## src/rtl/adc_apb_sequencer.sv

```systemverilog
// adc_apb_sequencer: APB requester that runs one ADC conversion per command and returns the measurement
module adc_apb_sequencer #(
  parameter int                    ADDR_WIDTH  = 12,
  parameter int                    DATA_WIDTH  = 32,
  parameter logic [ADDR_WIDTH-1:0] STATUS_ADDR = 12'h000,
  parameter logic [ADDR_WIDTH-1:0] MEAS_ADDR   = 12'h004,
  parameter logic [ADDR_WIDTH-1:0] AMUX_ADDR   = 12'h00C,
  parameter logic [ADDR_WIDTH-1:0] TRIG_ADDR   = 12'h010,
  parameter int                    DONE_BIT    = 0,
  parameter int                    POLL_LIMIT  = 16
) (
  input  logic                  PCLK,
  input  logic                  PRESETn,
  input  logic                  start_valid,
  output logic                  start_ready,
  input  logic [7:0]            start_chan,
  output logic                  res_valid,
  input  logic                  res_ready,
  output logic [DATA_WIDTH-1:0] res_data,
  output logic                  res_err,
  output logic                  res_timeout,
  output logic                  busy,
  output logic                  PSEL,
  output logic                  PENABLE,
  output logic                  PWRITE,
  output logic [ADDR_WIDTH-1:0] PADDR,
  output logic [DATA_WIDTH-1:0] PWDATA,
  input  logic [DATA_WIDTH-1:0] PRDATA,
  input  logic                  PREADY,
  input  logic                  PSLVERR
);
  localparam int PW = $clog2(POLL_LIMIT + 1);
  typedef enum logic [2:0] {IDLE, WR_AMUX, WR_TRIG, RD_STAT, RD_MEAS, RESULT} state_t;
  state_t                state, state_n;
  logic [PW-1:0]         poll_cnt, poll_n, poll_inc;
  logic [7:0]            chan, chan_n;
  logic                  psel_n, penable_n, pwrite_n, xfer_done;
  logic [ADDR_WIDTH-1:0] paddr_n;
  logic [DATA_WIDTH-1:0] pwdata_n, res_data_n;
  logic                  res_valid_n, res_err_n, res_timeout_n;
  assign start_ready = state == IDLE;
  assign busy        = ~start_ready;
  assign xfer_done   = PSEL & PENABLE & PREADY;
  assign poll_inc    = poll_cnt + PW'(1);
  // Next state and next bus/result values; bus fields derive from the state being entered so they stay stable across SETUP and ACCESS
  always_comb begin
    state_n       = state;
    poll_n        = poll_cnt;
    chan_n        = chan;
    res_valid_n   = res_valid;
    res_data_n    = res_data;
    res_err_n     = res_err;
    res_timeout_n = res_timeout;
    if (state == IDLE && start_valid) begin
      state_n = WR_AMUX;
      chan_n  = start_chan;
      poll_n  = '0;
    end else if (state == RESULT && res_ready) begin
      state_n       = IDLE;
      res_valid_n   = 1'b0;
      res_data_n    = '0;
      res_err_n     = 1'b0;
      res_timeout_n = 1'b0;
    end else if (xfer_done && PSLVERR) begin
      state_n     = RESULT;
      res_valid_n = 1'b1;
      res_err_n   = 1'b1;
      res_data_n  = '0;
    end else if (xfer_done) begin
      case (state)
        WR_AMUX: state_n = WR_TRIG;
        WR_TRIG: state_n = RD_STAT;
        RD_STAT: begin
          poll_n = poll_inc;
          if (PRDATA[DONE_BIT]) state_n = RD_MEAS;
          else if (poll_inc == PW'(POLL_LIMIT)) begin
            state_n       = RESULT;
            res_valid_n   = 1'b1;
            res_timeout_n = 1'b1;
            res_data_n    = '0;
          end
        end
        RD_MEAS: begin
          state_n     = RESULT;
          res_valid_n = 1'b1;
          res_data_n  = PRDATA;
        end
        default: ;
      endcase
    end
    psel_n    = state_n inside {WR_AMUX, WR_TRIG, RD_STAT, RD_MEAS};
    penable_n = PSEL & ~xfer_done;
    pwrite_n  = state_n == WR_AMUX || state_n == WR_TRIG;
    paddr_n   = state_n == WR_AMUX ? AMUX_ADDR :
                state_n == WR_TRIG ? TRIG_ADDR :
                state_n == RD_STAT ? STATUS_ADDR :
                state_n == RD_MEAS ? MEAS_ADDR : '0;
    pwdata_n  = state_n == WR_AMUX ? DATA_WIDTH'(chan_n) :
                state_n == WR_TRIG ? DATA_WIDTH'(1) : '0;
  end
  // State, bus and result registers with synchronous active-low reset
  always_ff @(posedge PCLK) begin
    if (!PRESETn) begin
      state       <= IDLE;
      poll_cnt    <= '0;
      chan        <= '0;
      PSEL        <= 1'b0;
      PENABLE     <= 1'b0;
      PWRITE      <= 1'b0;
      PADDR       <= '0;
      PWDATA      <= '0;
      res_valid   <= 1'b0;
      res_data    <= '0;
      res_err     <= 1'b0;
      res_timeout <= 1'b0;
    end else begin
      state       <= state_n;
      poll_cnt    <= poll_n;
      chan        <= chan_n;
      PSEL        <= psel_n;
      PENABLE     <= penable_n;
      PWRITE      <= pwrite_n;
      PADDR       <= paddr_n;
      PWDATA      <= pwdata_n;
      res_valid   <= res_valid_n;
      res_data    <= res_data_n;
      res_err     <= res_err_n;
      res_timeout <= res_timeout_n;
    end
  end
endmodule

```

## config.mk

```make
export PLATFORM = sky130hd
export DESIGN_NAME = adc_apb_sequencer
export DESIGN_NICKNAME = d
export VERILOG_FILES = /design/src/rtl/adc_apb_sequencer.sv
export SDC_FILE = /design/constraint.sdc
export NUM_CORES = 1
export LEC_CHECK = 0
export BUFFER_PORTS_ARGS = -buffer_cell sky130_fd_sc_hd__buf_2
export CORE_MARGIN = 1.5
export CORE_UTILIZATION = 33
export CTS_CLUSTER_SIZE = 12
export DETAILED_ROUTE_END_ITERATION = 8
export GPL_TIMING_DRIVEN = 0
export HOLD_SLACK_MARGIN = 0.06
export PLACE_DENSITY = 0.65
export REMOVE_ABC_BUFFERS = 1
export SKIP_CTS_REPAIR_TIMING = 1
export SLEW_MARGIN = 40
export SYNTH_ARGS = -nofsm -noshare
export SYNTH_HDL_FRONTEND = slang
export SYNTH_SLANG_ARGS = --single-unit
```

## constraint.sdc

```tcl
create_clock -name PCLK -period 3.65 [get_ports PCLK]
set_clock_uncertainty 0.1 [all_clocks]
set_input_delay 1.095 -clock PCLK [delete_from_list [all_inputs] [get_ports PCLK]]
set_output_delay 1.095 -clock PCLK [all_outputs]
set_load 0.005 [all_outputs]
```

==> results by group <==
STA
  – Crit path time final: approximately 2.6 ns
  – Fmax: around 0.38 GHz
  – Worst-Margin Slew: ~0.74 ns
  – Max-slew violations: 0
  – Final period util: 0.714
  – Final setup margin: 1.04 ns
  – Slew Limit Headroom: 0.505
  – RSZ-0062 raised after global routing: false
  – Setup Viol. Count Final: 0
  – Hold violation count in the final report: 0
  – Sum of negative setup slack: 0 ns

Synth
  – Avg Cell Area, Syn: about 10 sq um
  – Synthesized flop and latch total: 65
  – Share of the yosys chip area belonging to registers: 0.475
  – Synth top area cells: dfxtp_1 48%, a32o_1 12%, buf_4 9.3%
  – Mapped Cells: ~270
  – Synth cell types: 47
  – Netlist Area Pre-Place: 0.00274 sq mm
  – Area leader, netlist: dfxtp_1
  – YS warnings: 0
  – Synth top area share: 0.475

Final layout
  – Antenna diodes: 0
  – Fillers: 828
  – Synthesis-to-layout area growth: 21.9%
  – Share of layout cells above drive strength 1: 0.348
  – Final #Nets: 403
  – Final Util: 0.411

Clock network
  – Clk buf depth: 2
  – CTS tree: built
  – CTS Buf Count: 9
  – Clock Tree Root: clkbuf_8
  – Reg clk slew, reported paths: 0.07 ns
  – CTS Sinks: between 60 and 70
  – Clk Latency, worst-skew pair: approximately 0.34 ns
  – H-tree Lvls: 3

Pwr
  – P_sw: approximately 0.34 mW
  – Gate power share: 0.082
  – Int Pwr: about 1.0 mW
  – Sw Share: 0.243
  – Clock power frac: 0.387
  – Flop pwr share: 0.531
  – Max VDD drop: 0.000267 V
  – PD cells: ~410 mW/mm^2
  – Leakage: 1.51 nW

Worst setup path
  – Slowest-stage cell, CP: dfxtp_1
  – CP arrival: 1.41 ns
  – Crit-path max cell delay: 0.46 ns
  – Reg-to-Reg Start: state[1]
  – WP depth: 3
  – CP Max Fanout: 13
  – Worst Setup SP: state[1]
  – Startpoint type of the worst setup path: register
  – Worst EP required: 2.45 ns
  – CP cell instances: or3_1 -> inv_1 -> buf_2
  – Element type at the critical path end: output port
  – Worst r2r path cells: 5
  – Buffers & Inverters on Critical Path: 2
  – Critical path class: register to output port
  – Delay-heaviest family, CP: flip-flops

GRT
  – Largest net degree at the start of global routing: 33
  – GRT Overall Usage: 0.145
  – Gr ovfl total: 0
  – Vias in the first global route: just over 2,000
  – First-pass GRT wire length: 9700 um
  – Initial antenna violation count: 0

Placed design
  – Pre-CTS setup slack: a little over 0.8 ns
  – Final weighted congestion in routability-driven placement: roughly 0.77
  – Post-DP HPWL: approximately 4500 um
  – Number of buffers added on ports: 96

Outcome
  – Outcome: completed

Route
  – Via/cell ratio: 4.80
  – Vias: about 2,200
  – Detailed Routing Iterations Pass 1: 4
  – Routed len/inst: roughly 13 um
  – DRT iter0 DRCs: 174
  – # DRC: 0
  – ANT nets after route: 0
  – Drt total wl: around 6000 um

Floorplanning
  – Initial Util: 0.337
  – Die height: between 90 and 100 um
  – Die ar.: about 0.0089 sq mm
  – Ports: 130
  – DIE WIDTH: about 94 um
  – Standard-cell rows: 33
  – Core Region: between 0.008 and 0.009 sq mm

Job
  – Max-Cap Viols: 0

Hold path
  – Hold depth: 2
  – Hold_sp: res_valid
  – Hold WC Path Type: register to register
==> routing by layer <==
layer | global-route usage | wire, um | vias to the layer above
met5 | 0 | 0 | -
li1 | - | - | 1081
met2 | 0.248 | 2970 | 107
met3 | 0.0736 | 588 | 13
met4 | 0.0560 | 109 | 0
met1 | 0.150 | 2500 | 1025
==> cell families after synthesis <==
kind of cell	synth area share
XOR/XNOR	0.0128
multiplexers	0.00731
adder cells (fa/ha/maj)	0.00457
AO/OA/AOI/OAI	0.219
AND/OR/NAND/NOR	0.150
other	0.00137
flip-flops	0.475
buffers and inverters	0.130
==> cells in the mapped netlist, drive strengths merged <==
master	instances
a211oi	3
a21boi	10
a21o	2
a21oi	6
a221oi	1
a311oi	1
a31oi	2
a32o	32
and2	3
and3	2
buf	48
clkbuf	3
conb	1
dfxtp	65
ha	1
inv	5
mux2i	2
nand2	21
nand2b	2
nand3	5
nand3b	2
nand4	1
nand4b	2
nor2	13
nor3	4
nor3b	8
nor4	1
nor4b	2
o211ai	1
o21a	2
o21ai	4
o22a	1
o22ai	3
o31ai	1
or3	1
or4b	1
xnor2	1
xor2	3
==> power groups by stage <==
stage / Sequential, mW / Combinational, mW / Clock (mW)
finish: 0.735 / 0.113 / 0.535
global route: 0.736 / 0.129 / 0.588
CTS: 0.735 / 0.113 / 0.555
detailed placement: 0.751 / 0.113 / 0
global placement: 0.750 / 0.110 / 0
floorplan: 0.751 / 0.0556 / 0
==> through the flow <==
stage	cell area, sq um	instances	power [mW]	hold WS [ns]
floorplan	2520	247	0.806	0.331
global placement	3130	448	0.861	0.334
detailed placement	3170	450	0.864	0.339
CTS	3340	464	1.40	0.350
global route	3340	464	1.45	0.369
finish	3340	464	1.38	0.344
==> tightest hold or removal path, cell delays in order (launching register included) <==
cell     delay, ns
dfxtp_1       0.31
inv_1         0.05
a21oi_1       0.05
==> layout make-up <==
| cell class | instances | area, sq um | share of cell area |
|---|---|---|---|
| multi-input cells | 177 | 1220 | 0.364 |
| clock inverters | 3 | 17.5 | 0.00525 |
| inverters | 5 | 18.8 | 0.00562 |
| well taps | 105 | 131 | 0.0393 |
| repair buffers | 98 | 503 | 0.151 |
| flip-flops and latches | 65 | 1300 | 0.390 |
| clock buffers | 11 | 151 | 0.0453 |
==> worst paths after layout <==
kind                                     end  slack, ns
worst max-delay path             start_ready       1.04
worst min-delay path               res_valid       0.34
worst max register to register  res_data[12]       1.44
worst min register to register     res_valid       0.34
==> placed cells by master (no fill, tap or decap), types with 3 or more instances in the layout <==
cell type,instances
a21oi_1,5
a211oi_1,3
a21boi_0,6
nand2_1,21
dfxtp_1,65
xor2_1,3
conb_1,33
a32o_1,32
buf_2,96
nand3_1,4
nor3b_1,8
nor2_1,13
inv_1,5
clkbuf_8,11
a21boi_1,4
==> registers in the layout, indices dropped and copies added (netlist names) <==
| name | flops |
|---|---|
| res_data | 32 |
| PWDATA | 8 |
| chan | 8 |
| poll_cnt | 5 |
| PADDR | 3 |
| state | 3 |
| PENABLE | 1 |
| PSEL | 1 |
| PWRITE | 1 |
| res_err | 1 |
| res_timeout | 1 |
| res_valid | 1 |
Power figures use the tool's default switching activity.
